File: config.mk
export PLATFORM = sky130hd
export DESIGN_NAME = board_io_cond
export DESIGN_NICKNAME = d
export VERILOG_FILES = /design/src/rtl/board_io_pkg.sv /design/src/rtl/io_debounce.sv /design/src/rtl/board_io_cond.sv
export SDC_FILE = /design/constraint.sdc
export NUM_CORES = 1
export LEC_CHECK = 0
export BUFFER_PORTS_ARGS = -buffer_cell sky130_fd_sc_hd__buf_2
export CAP_MARGIN = 40
export CORE_MARGIN = 10
export CORE_UTILIZATION = 25
export CTS_CLUSTER_SIZE = 16
export DETAILED_ROUTE_END_ITERATION = 7
export SYNTH_ARGS = -nofsm -noshare
export SYNTH_HDL_FRONTEND = slang
export SYNTH_SLANG_ARGS = --single-unit
File: constraint.sdc
create_clock -name clk -period 1.7 [get_ports clk]
set_input_delay 0.085 -clock clk [delete_from_list [all_inputs] [get_ports clk]]
set_output_delay 0.085 -clock clk [all_outputs]
set_load 0.05 [all_outputs]
File: src/rtl/board_io_pkg.sv
// rtl/board_io_pkg.sv - shared types, defaults and counter-width helper for board_io_cond
package board_io_pkg;

  typedef enum logic [1:0] {
    WAIT_LOCK,
    COUNT,
    RUN
  } seq_state_t;

  localparam int DEF_CHANNELS        = 4;
  localparam int DEF_SYNC_STAGES     = 2;
  localparam int DEF_DEBOUNCE_CYCLES = 650000;
  localparam int DEF_STARTUP_CYCLES  = 255;

  // Width of a counter that must reach n-1; never narrower than one bit.
  function automatic int cnt_width(input int n);
    return ($clog2(n) < 1) ? 1 : $clog2(n);
  endfunction

endpackage

File: src/rtl/io_debounce.sv
// rtl/io_debounce.sv - one channel: synchroniser, debounce counter, level and edge pulses
// Edge pulse registers exist only when BOARD_IO_COND_EDGE_EN is defined.
module io_debounce
  import board_io_pkg::*;
#(
  parameter int SYNC_STAGES     = DEF_SYNC_STAGES,
  parameter int DEBOUNCE_CYCLES = DEF_DEBOUNCE_CYCLES
) (
  input  logic clk,
  input  logic rst_n,
  input  logic raw,
  output logic level,
  output logic pulse_rise,
  output logic pulse_fall
);

  localparam int CW = cnt_width(DEBOUNCE_CYCLES);
  localparam logic [CW-1:0] CNT_LAST = CW'(DEBOUNCE_CYCLES - 1);

  logic [SYNC_STAGES-1:0] sync_q;
  logic [CW-1:0]          cnt_q;
  logic                   level_q;
  logic                   s;

  assign s     = sync_q[SYNC_STAGES-1];
  assign level = level_q;

  // Any return to the accepted level wipes the count: no partial credit for glitches.
  always_ff @(posedge clk) begin
    if (!rst_n) begin
      sync_q  <= '0;
      cnt_q   <= '0;
      level_q <= 1'b0;
    end else begin
      sync_q <= {sync_q[SYNC_STAGES-2:0], raw};
      if (s == level_q) begin
        cnt_q <= '0;
      end else if (cnt_q == CNT_LAST) begin
        level_q <= s;
        cnt_q   <= '0;
      end else begin
        cnt_q <= cnt_q + 1'b1;
      end
    end
  end

`ifdef BOARD_IO_COND_EDGE_EN
  logic accept;
  logic rise_q;
  logic fall_q;

  assign accept     = (s != level_q) && (cnt_q == CNT_LAST);
  assign pulse_rise = rise_q;
  assign pulse_fall = fall_q;

  always_ff @(posedge clk) begin
    if (!rst_n) begin
      rise_q <= 1'b0;
      fall_q <= 1'b0;
    end else begin
      rise_q <= accept & s;
      fall_q <= accept & ~s;
    end
  end
`else
  assign pulse_rise = 1'b0;
  assign pulse_fall = 1'b0;
`endif

endmodule

File: src/rtl/board_io_cond.sv
// rtl/board_io_cond.sv - reset sequencer from clock-wizard lock plus per-channel input debouncing
// Optional edge pulses: define BOARD_IO_COND_EDGE_EN.
module board_io_cond
  import board_io_pkg::*;
#(
  parameter int CHANNELS        = DEF_CHANNELS,
  parameter int SYNC_STAGES     = DEF_SYNC_STAGES,
  parameter int DEBOUNCE_CYCLES = DEF_DEBOUNCE_CYCLES,
  parameter int STARTUP_CYCLES  = DEF_STARTUP_CYCLES
) (
  input  logic                clk,
  input  logic                rst_n,
  input  logic                locked,
  input  logic [CHANNELS-1:0] raw_in,
  output logic                sys_rst_n,
  output logic                ready,
  output logic [CHANNELS-1:0] level,
  output logic [CHANNELS-1:0] rise,
  output logic [CHANNELS-1:0] fall
);

  localparam int SW = cnt_width(STARTUP_CYCLES);
  localparam logic [SW-1:0] ST_LAST = SW'(STARTUP_CYCLES - 1);

  logic [SYNC_STAGES-1:0] lk_sync_q;
  logic                   lk_s;
  seq_state_t             state_q;
  logic [SW-1:0]          st_cnt_q;
  logic                   run_q;
  logic [CHANNELS-1:0]    rise_p;
  logic [CHANNELS-1:0]    fall_p;

  assign lk_s = lk_sync_q[SYNC_STAGES-1];

  // run_q is loaded with the next-state RUN decision so it tracks state_q exactly.
  always_ff @(posedge clk) begin
    if (!rst_n) begin
      lk_sync_q <= '0;
      state_q   <= WAIT_LOCK;
      st_cnt_q  <= '0;
      run_q     <= 1'b0;
    end else begin
      lk_sync_q <= {lk_sync_q[SYNC_STAGES-2:0], locked};
      case (state_q)
        WAIT_LOCK: begin
          run_q <= 1'b0;
          if (lk_s) begin
            state_q  <= COUNT;
            st_cnt_q <= '0;
          end
        end
        COUNT: begin
          if (!lk_s) begin
            state_q <= WAIT_LOCK;
            run_q   <= 1'b0;
          end else if (st_cnt_q == ST_LAST) begin
            state_q <= RUN;
            run_q   <= 1'b1;
          end else begin
            st_cnt_q <= st_cnt_q + 1'b1;
          end
        end
        RUN: begin
          if (!lk_s) begin
            state_q <= WAIT_LOCK;
            run_q   <= 1'b0;
          end
        end
        default: begin
          state_q <= WAIT_LOCK;
          run_q   <= 1'b0;
        end
      endcase
    end
  end

  assign sys_rst_n = run_q;
  assign ready     = run_q;

  for (genvar i = 0; i < CHANNELS; i++) begin : g_ch
    io_debounce #(
      .SYNC_STAGES    (SYNC_STAGES),
      .DEBOUNCE_CYCLES(DEBOUNCE_CYCLES)
    ) u_debounce (
      .clk       (clk),
      .rst_n     (rst_n),
      .raw       (raw_in[i]),
      .level     (level[i]),
      .pulse_rise(rise_p[i]),
      .pulse_fall(fall_p[i])
    );
  end

  // Pulses reach game logic only while the downstream reset is released.
  assign rise = rise_p & {CHANNELS{run_q}};
  assign fall = fall_p & {CHANNELS{run_q}};

endmodule
### After elaboration in Yosys (flattened, before gate mapping)

Cells that the tools add are included.

* register bits: 105
* bits in latches: 0
* RAM bits: 0
* memory bits (read-only): 0
* input port bits: 7
* output and inout port bits: 14
* logic and storage cells: 68
* memories kept: 0

* add/sub/neg operators: 5
* $mul: 0
* divide/modulo/power cells: 0
* order comparisons: 0
* equality and inequality tests: 16
* shift-type cells: 0
* multiplexer cells: 13
* bitwise logic cells: 5
* reduce and logical (&&, ||, !) cells: 13

Operators with widths (number)
* adder 20 x 1 -> 20 bit (second input constant): 4
* equality test 20 bit (second input constant): 4
* two-way mux 8 bit: 3
* one-hot mux 8 bit (2 select lines): 1
* OR reduction 3 bit: 4
* AND reduction 2 bit: 5
* adder 8 x 1 -> 8 bit (second input constant): 1
* equality test 8 bit (second input constant): 1
* two-way mux 2 bit: 4
* != test 2 bit (second input constant): 4
* one-hot mux 2 bit (3 select lines): 1
* inverter 1 bit: 5
* equality test 1 bit: 4
* AND reduction 4 bit: 1
* two-way mux 1 bit: 3
* != test 3 bit (second input constant): 1
* AND reduction 3 bit: 1
* equality test 2 x 1 -> 1 bit (second input constant): 1
* equality test 2 bit (second input constant): 1
* zero test 2 bit: 1
* one-hot mux 1 bit (2 select lines): 1
* nonzero test 2 bit: 1

### Logic depth before layout (Yosys ltp)

Gate-level depths: netlist (run 1).

* word-level depth: 4
* gate-level depth with buffers: 6

### Modules after synthesis

From an unflattened synthesis (run 1), not the netlist that was laid out.

* cells, all modules: 540
* area, all modules: 4850.9 um^2

By module, submodules not included
* io_debounce: times used 4, cells each 115, area each 1036.0 um^2, sequential area each 460.4 um^2
* board_io_cond: times used 1, cells each 80, area each 706.9 um^2, sequential area each 260.2 um^2

### Worst setup path before layout (run 1)

No wires, ideal clock.

* path type: reg-to-reg
* from: register g_ch[3].u_debounce.cnt_q[7]
* to: register g_ch[3].u_debounce.cnt_q[18]
* library setup time: 0.125 ns
* arrival time: 1.733 ns
* data required time: 1.575 ns
* path slack: -0.158 ns
* stages on the path, launching flop included: 6
* clock period less this slack: 1.858 ns
* path through: dfxtp_1 > or4_1 > or4_1 > o211ai_2 > buf_4 > a21oi_1

* longest elaborated chain between the ends: 2
* elaborated cells between the ends (all ways): 3
* classes of those cells: add/sub: 1; eq/ne: 1; reduce/logical: 1

RTL lines
* start: declaration: RTL line io_debounce.sv:21 `logic [CW-1:0] cnt_q;`
* start signal: assignment: RTL line io_debounce.sv:42 `cnt_q <= cnt_q + 1'b1;`
* parallel branches: the longest is 2 deep, another holds adder 20 x 1 -> 20 bit

Parallel ways; which one is timed is not known.
A chain may end at the register's enable or synchronous reset.

### Final worst setup path (run 1)

* from: register g_ch[3].u_debounce.cnt_q[7]
* to: register g_ch[3].u_debounce.cnt_q[16]

The elaborated chain is that of the path after synthesis.

==> results of run 1 <==
-- power groups by stage --
stage | registers (mW) | logic, mW | clock network (mW)
floorplan | 2.54 | 0.0943 | 0
global placement | 2.54 | 0.112 | 0
detailed placement | 2.54 | 0.113 | 0
CTS | 2.48 | 0.128 | 2.42
global route | 2.47 | 0.145 | 2.52
finish | 2.47 | 0.133 | 2.34
-- critical path, cell delays in order (launching register included) --
cell and delay (ps):
dfxtp_2 320, or4_4 530, or4_4 510, o211ai_4 270
buf_6 180, a21oi_2 40
-- path summary, 6_finish.rpt --
kind | from | slack [ps] | to | depth (start not counted)
worst max-delay path | g_ch[3].u_debounce.cnt_q[7] | -270 | g_ch[3].u_debounce.cnt_q[16] | 5
worst min-delay path | rst_n | 160 | g_ch[1].u_debounce.level | 2
worst max register to register | g_ch[3].u_debounce.cnt_q[7] | -270 | g_ch[3].u_debounce.cnt_q[16] | 5
worst min register to register | g_ch[2].u_debounce.sync_q[0] | 430 | g_ch[2].u_debounce.sync_q[1] | 1
-- per-stage QoR --
step	std cells	power (mW)	setup WS [ps]
6_report	882	4.95	-266
5_1_grt	882	5.13	-287
4_1_cts	870	5.02	-253
3_5_place_dp	847	2.65	-252
3_3_place_gp	847	2.65	-209
2_1_floorplan	547	2.63	-151
-- registers in the layout, summed over array words and instances, names as in the netlist --
register                count
g_ch.u_debounce.sync_q      8
state_q                     2
ready                       1
lk_sync_q                   2
g_ch.u_debounce.level       4
g_ch.u_debounce.cnt_q      80
st_cnt_q                    8
-- cell type report --
class | instances | area [sq um] | share of cell area [%]
Multi-Input combinational cell | 394 | 2650 | 41.8
Inverter | 21 | 78.8 | 1.24
Clock inverter | 5 | 106 | 1.68
Clock buffer | 9 | 225 | 3.55
Sequential cell | 105 | 2140 | 33.7
Timing Repair Buffer | 114 | 850 | 13.4
Tap cell | 234 | 293 | 4.61
-- logic make-up (layout without fill, tap and decap cells) --
kind of cell	count (synthesis)	after routing	share of synthesized area, %
xor+xnor	52	52	9.65
flops	105	105	44.5
simple gates	250	250	28.7
other cells	1	8	0.0795
buf+inv	48	149	5.04
fa+ha+maj	6	6	1.59
mux	2	2	0.424
compound gates	76	76	9.97
-- layer usage --
metal | share of wire (%) | up-vias
met5 | 0 | -
met4 | 0.93 | 0
met3 | 3.9 | 10
met2 | 46 | 46
met1 | 49 | 1907
li1 | - | 2116
-- placed cells by master (no fill, tap or decap), types with 3 or more instances in the layout --
cell,count
or4_4,5
and4_1,4
dlygate4sd3_1,5
and2_1,11
nand2_1,29
a21oi_2,12
nand3_2,5
o31ai_1,17
o211ai_1,3
conb_1,8
o21a_1,4
or3_1,8
dfxtp_4,6
buf_2,15
nor2_1,53
dfxtp_1,85
buf_6,5
nand4_1,19
nor4_1,11
or4_1,18
buf_4,89
a21oi_1,21
or2_4,3
nand3_1,27
inv_1,21
nor2_2,11
nor3_1,13
o21ai_0,12
xnor2_1,28
ha_1,3
dfxtp_2,14
and3_1,5
bufinv_16,3
clkbuf_16,9
xor2_1,24
-- timing repair --
action,4_1_cts,5_1_grt
setup endpoints to repair,28,67
buffers inserted,2,9
pin swaps,14,18
endpoints found under the hold margin,5,0
gates cloned,2,3
resized for setup,20,69
hold buffers,5,0
==> metrics.cfg, run 1 <==
[synthesis]
synthFlopType = dfxtp_1
synth_top_cell_area_share_pct = 44.5
yosysSeqAreaShare_pct = 44.5
syn_area_per_cell_sq_um = 8.74
yosysMostFrequentCell = dfxtp_1
syn_area_sq_um = 4720
synthTopCellsByCount = 105 x dfxtp_1, 64 x nor2_1, 32 x a21oi_1, 32 x nand3_1, 30 x nand2_1
synth_warnings = 0
synth-seq-cells = 105
syn_inst = 540
yosys-top-cells-area = dfxtp_1 45%, xnor2_1 5.2%, nor2_1 5.1%
synth_edf_count = 0
synth_cell_types = 46
async_reset_ff_share_pct = 0
yosysTopAreaCell = dfxtp_1

[power_and_ir_drop]
pwr-share-comb_pct = 2.7
clkPwrFrac_pct = 47.3
p_per_area_nw_per_um2 = 779
irDropWorstVdd_mv = 0.540
p_leak_nw = 2.07
p_int_mw = 3.93
swShare_pct = 20.5
pwr-share-seq_pct = 50.0
power_switching_mw = 1.01

[floorplanning]
initial_utilization_pct = 25.3
num_rows = 50
die_y_um = 157
core-area_sq_um = 18600
dieArea_sq_um = 24800
die_width_um = 157
pin_count = 21

[cts]
path_clk_slew_ps = 70
root_buffer = clkbuf_16
cts_tree = built
worstSkewPairLatency_ps = 350
cts_buffer_depth = 2
cts_num_sinks = 105
cts-htree-levels = 3
cts_made_buffers = 9

[min_path]
hold_class = primary input to flop

[setup_path]
path_class = flop to flop
crit_required_ps = 1930
cp-start-kind = flop
path_max_fanout = 5
crit_path_end_kind = flop
crit_arrival_ps = 2200

[grt]
use_met2_pct = 12.8
met3_usage_pct = 2.76
grtUsageMet1_pct = 10.6
grt_pass1_wl_mm = 17.2
grt.total_usage_pct = 8.24
grt_antenna_before_repair = 0
grt_max_degree = 17
grt_pass1_vias = 3738
grt_busiest_layer = met2
gr-total-overflow = 0

[layout]
nets = 658
diodes = 0
stdcell_area_sq_um = 6350
n_fill_cell = 1928
postLayoutCoreUtil_pct = 34.0
area_growth_pct = 34.5
final_layout_size_suffix_gt1_share_pct = 31.2

[timing]
setup_violations = 21
worst_slack_ps = -266
slew_viol_final = 0
setup_tns_ps = -5080
final.setup_skew_ps = 7.61
hold_violations = 0
grt_setup_unrepaired = true
period_needed_ps = 1970
period_share_pct = 116
whs_ps = 161
max_freq_mhz = 509

[routing]
drtIter0Drc = 140
drt_pass1_iterations = 4
wl_mm = 10.3
viasPerCell = 4.62
wire_per_inst_um = 11.7
drcViolationCount = 0
antenna_left = 0
vias = 4079

[flow_run]
drv_cap = 0

[placed_design]
port_buffers = 12
gp_congestion = 0.756
place_area_sq_um = 5590
hpwlAfterDp_mm = 7.04

[outcome]
violations = negative setup slack
status = finished with violations

Power figures use the tool's default switching activity.
==> inputs of run 2 (changes only) <==
--- a/config.mk
+++ b/config.mk
@@ -5,7 +5,7 @@
 export SDC_FILE = /design/constraint.sdc
 export NUM_CORES = 1
 export LEC_CHECK = 0
-export BUFFER_PORTS_ARGS = -buffer_cell sky130_fd_sc_hd__buf_2
+export BUFFER_PORTS_ARGS = -buffer_cell sky130_fd_sc_hd__clkbuf_2
 export CAP_MARGIN = 40
 export CORE_MARGIN = 10
 export CORE_UTILIZATION = 25
==> constraint.sdc (replaced) <==
create_clock -name clk -period 2.3 [get_ports clk]
set_input_delay 0.115 -clock clk [delete_from_list [all_inputs] [get_ports clk]]
set_output_delay 0.115 -clock clk [all_outputs]
set_load 0.05 [all_outputs]
==> metrics.cfg, run 2 (synthesis results as in run 1) <==
[outcome]
status = finished clean

[layout]
regMostFlops = g_ch.u_debounce.cnt_q
top_regs = g_ch.u_debounce.cnt_q x80, g_ch.u_debounce.sync_q x8, st_cnt_q x8
layout_common_cells = 105 x dfxtp_1, 64 x nor2_1, 32 x nand3_1, 32 x a21oi_1, 30 x nand2_1
nets = 568
area_growth_pct = 13.5
largest_reg_flops = 80
final_layout_size_suffix_gt1_share_pct = 8.21
fin_cells = 794
final_common_cell = dfxtp_1
n_fill_cell = 2008
diodes = 0

[routing]
vias = 3650
wl_mm = 8.69
drtIter0Drc = 204
wire_per_inst_um = 10.9
drt_pass1_iterations = 4
drcViolationCount = 0
viasPerCell = 4.60
antenna_left = 0

[cts]
postCtsHoldBufs = 5
cts_tree = built
cts-htree-levels = 3
postCtsSetupBuffers = 0
path_clk_slew_ps = 80
cts_num_sinks = 105
cts_buffer_depth = 2
worstSkewPairLatency_ps = 350
cts_made_buffers = 9
post_cts_resized = 0
root_buffer = clkbuf_16

[grt]
grt_pass1_wl_mm = 15.4
grt_antenna_before_repair = 0
grt_pass1_vias = 3330
grt.total_usage_pct = 7.37
grt_max_degree = 23
gr-total-overflow = 0

[timing]
final.setup_skew_ps = 9.36
max_freq_mhz = 509
period_share_pct = 85.4
setup_violations = 0
relSlewSlack_pct = 49.7
period_needed_ps = 1960
setup_tns_ps = 0
hold_violations = 0
slew_viol_final = 0
worst_pin_slew_ps = 747
grt_setup_unrepaired = false

[setup_path]
crit_top_cell = or4_1
path_class = flop to flop
crit_start = g_ch[3].u_debounce.cnt_q[7]
path_max_fanout = 10
cp_slowest_stage_delay_ps = 560
crit_arrival_ps = 2200
worstPathCellList = or4_1 > or4_1 > o211ai_2 > buf_4 > a21oi_1
crit_path_end_kind = flop
cpMaxStageDelayCell = or4_1
r2r_start = g_ch[3].u_debounce.cnt_q[7]
critPathTopFamily = simple AND/OR/NAND/NOR gates
crit_required_ps = 2530
path_buf_inv = 1
cp-start-kind = flop

[power_and_ir_drop]
p_int_mw = 2.74
irDropWorstVdd_mv = 0.350
power_switching_mw = 0.775
p_leak_nw = 1.58
p_per_area_nw_per_um2 = 656
pwr-share-comb_pct = 2.3
swShare_pct = 22.1
pwr-share-seq_pct = 52.2
clkPwrFrac_pct = 45.6

[placed_design]
gp_congestion = 0.753
dp.cells = 773
port_buffers = 12
hpwlAfterDp_mm = 6.05

[floorplanning]
dieArea_sq_um = 24800
num_rows = 50
pin_count = 21
die_y_um = 157
initial_utilization_pct = 25.3
core-area_sq_um = 18600
die_width_um = 157

[flow_run]
drv_cap = 0

[min_path]
min_from = rst_n
hold_class = primary input to flop

## run 2: worst paths after layout
| path | cells past startpoint | slack [ps] | endpoint |
|---|---|---|---|
| max | 5 | 340 | g_ch[3].u_debounce.cnt_q[15] |
| max reg2reg | 5 | 340 | g_ch[3].u_debounce.cnt_q[15] |
| min | 2 | 300 | g_ch[0].u_debounce.level |
| min reg2reg | 1 | 430 | g_ch[0].u_debounce.sync_q[1] |
## run 2: per-stage QoR
| stage | utilization [%] | cell area (sq um) | power, mW | setup slack (ps) | hold slack [ps] |
|---|---|---|---|---|---|
| after detailed placement | 26.8 | 4990 | 1.95 | 326 | 326 |
| after global placement | 26.8 | 4990 | 1.95 | 352 | 320 |
| after global routing | 28.7 | 5360 | 3.64 | 168 | 336 |
| after floorplan | - | 4750 | 1.94 | 442 | 242 |
| final | 28.7 | 5360 | 3.51 | 337 | 302 |
| after CTS | 28.7 | 5360 | 3.57 | 320 | 291 |
## run 2: cell type report
type	count	area [sq um]	share of cell area [%]
Multi-Input combinational cell	394	2410	44.9
Sequential cell	105	2100	39.2
Tap cell	234	293	5.47
Clock buffer	10	239	4.46
Timing Repair Buffer	24	163	3.04
Inverter	21	78.8	1.47
Clock inverter	6	75.1	1.40
## run 2: routing by layer
layer	global-route usage (%)	part of all wire [%]	vias to the layer above
met2	11.1	42	38
li1	-	-	1958
met3	2.27	3.1	10
met1	9.60	53	1644
met4	2.80	1.5	0
met5	0	0	-
## run 2: power groups by stage
stage	Clock [mW]	Combinational, mW	Sequential, mW
global placement	0	0.0727	1.88
floorplan	0	0.0685	1.87
detailed placement	0	0.0728	1.88
finish	1.60	0.0794	1.83
CTS	1.66	0.0799	1.83
global route	1.72	0.0875	1.84
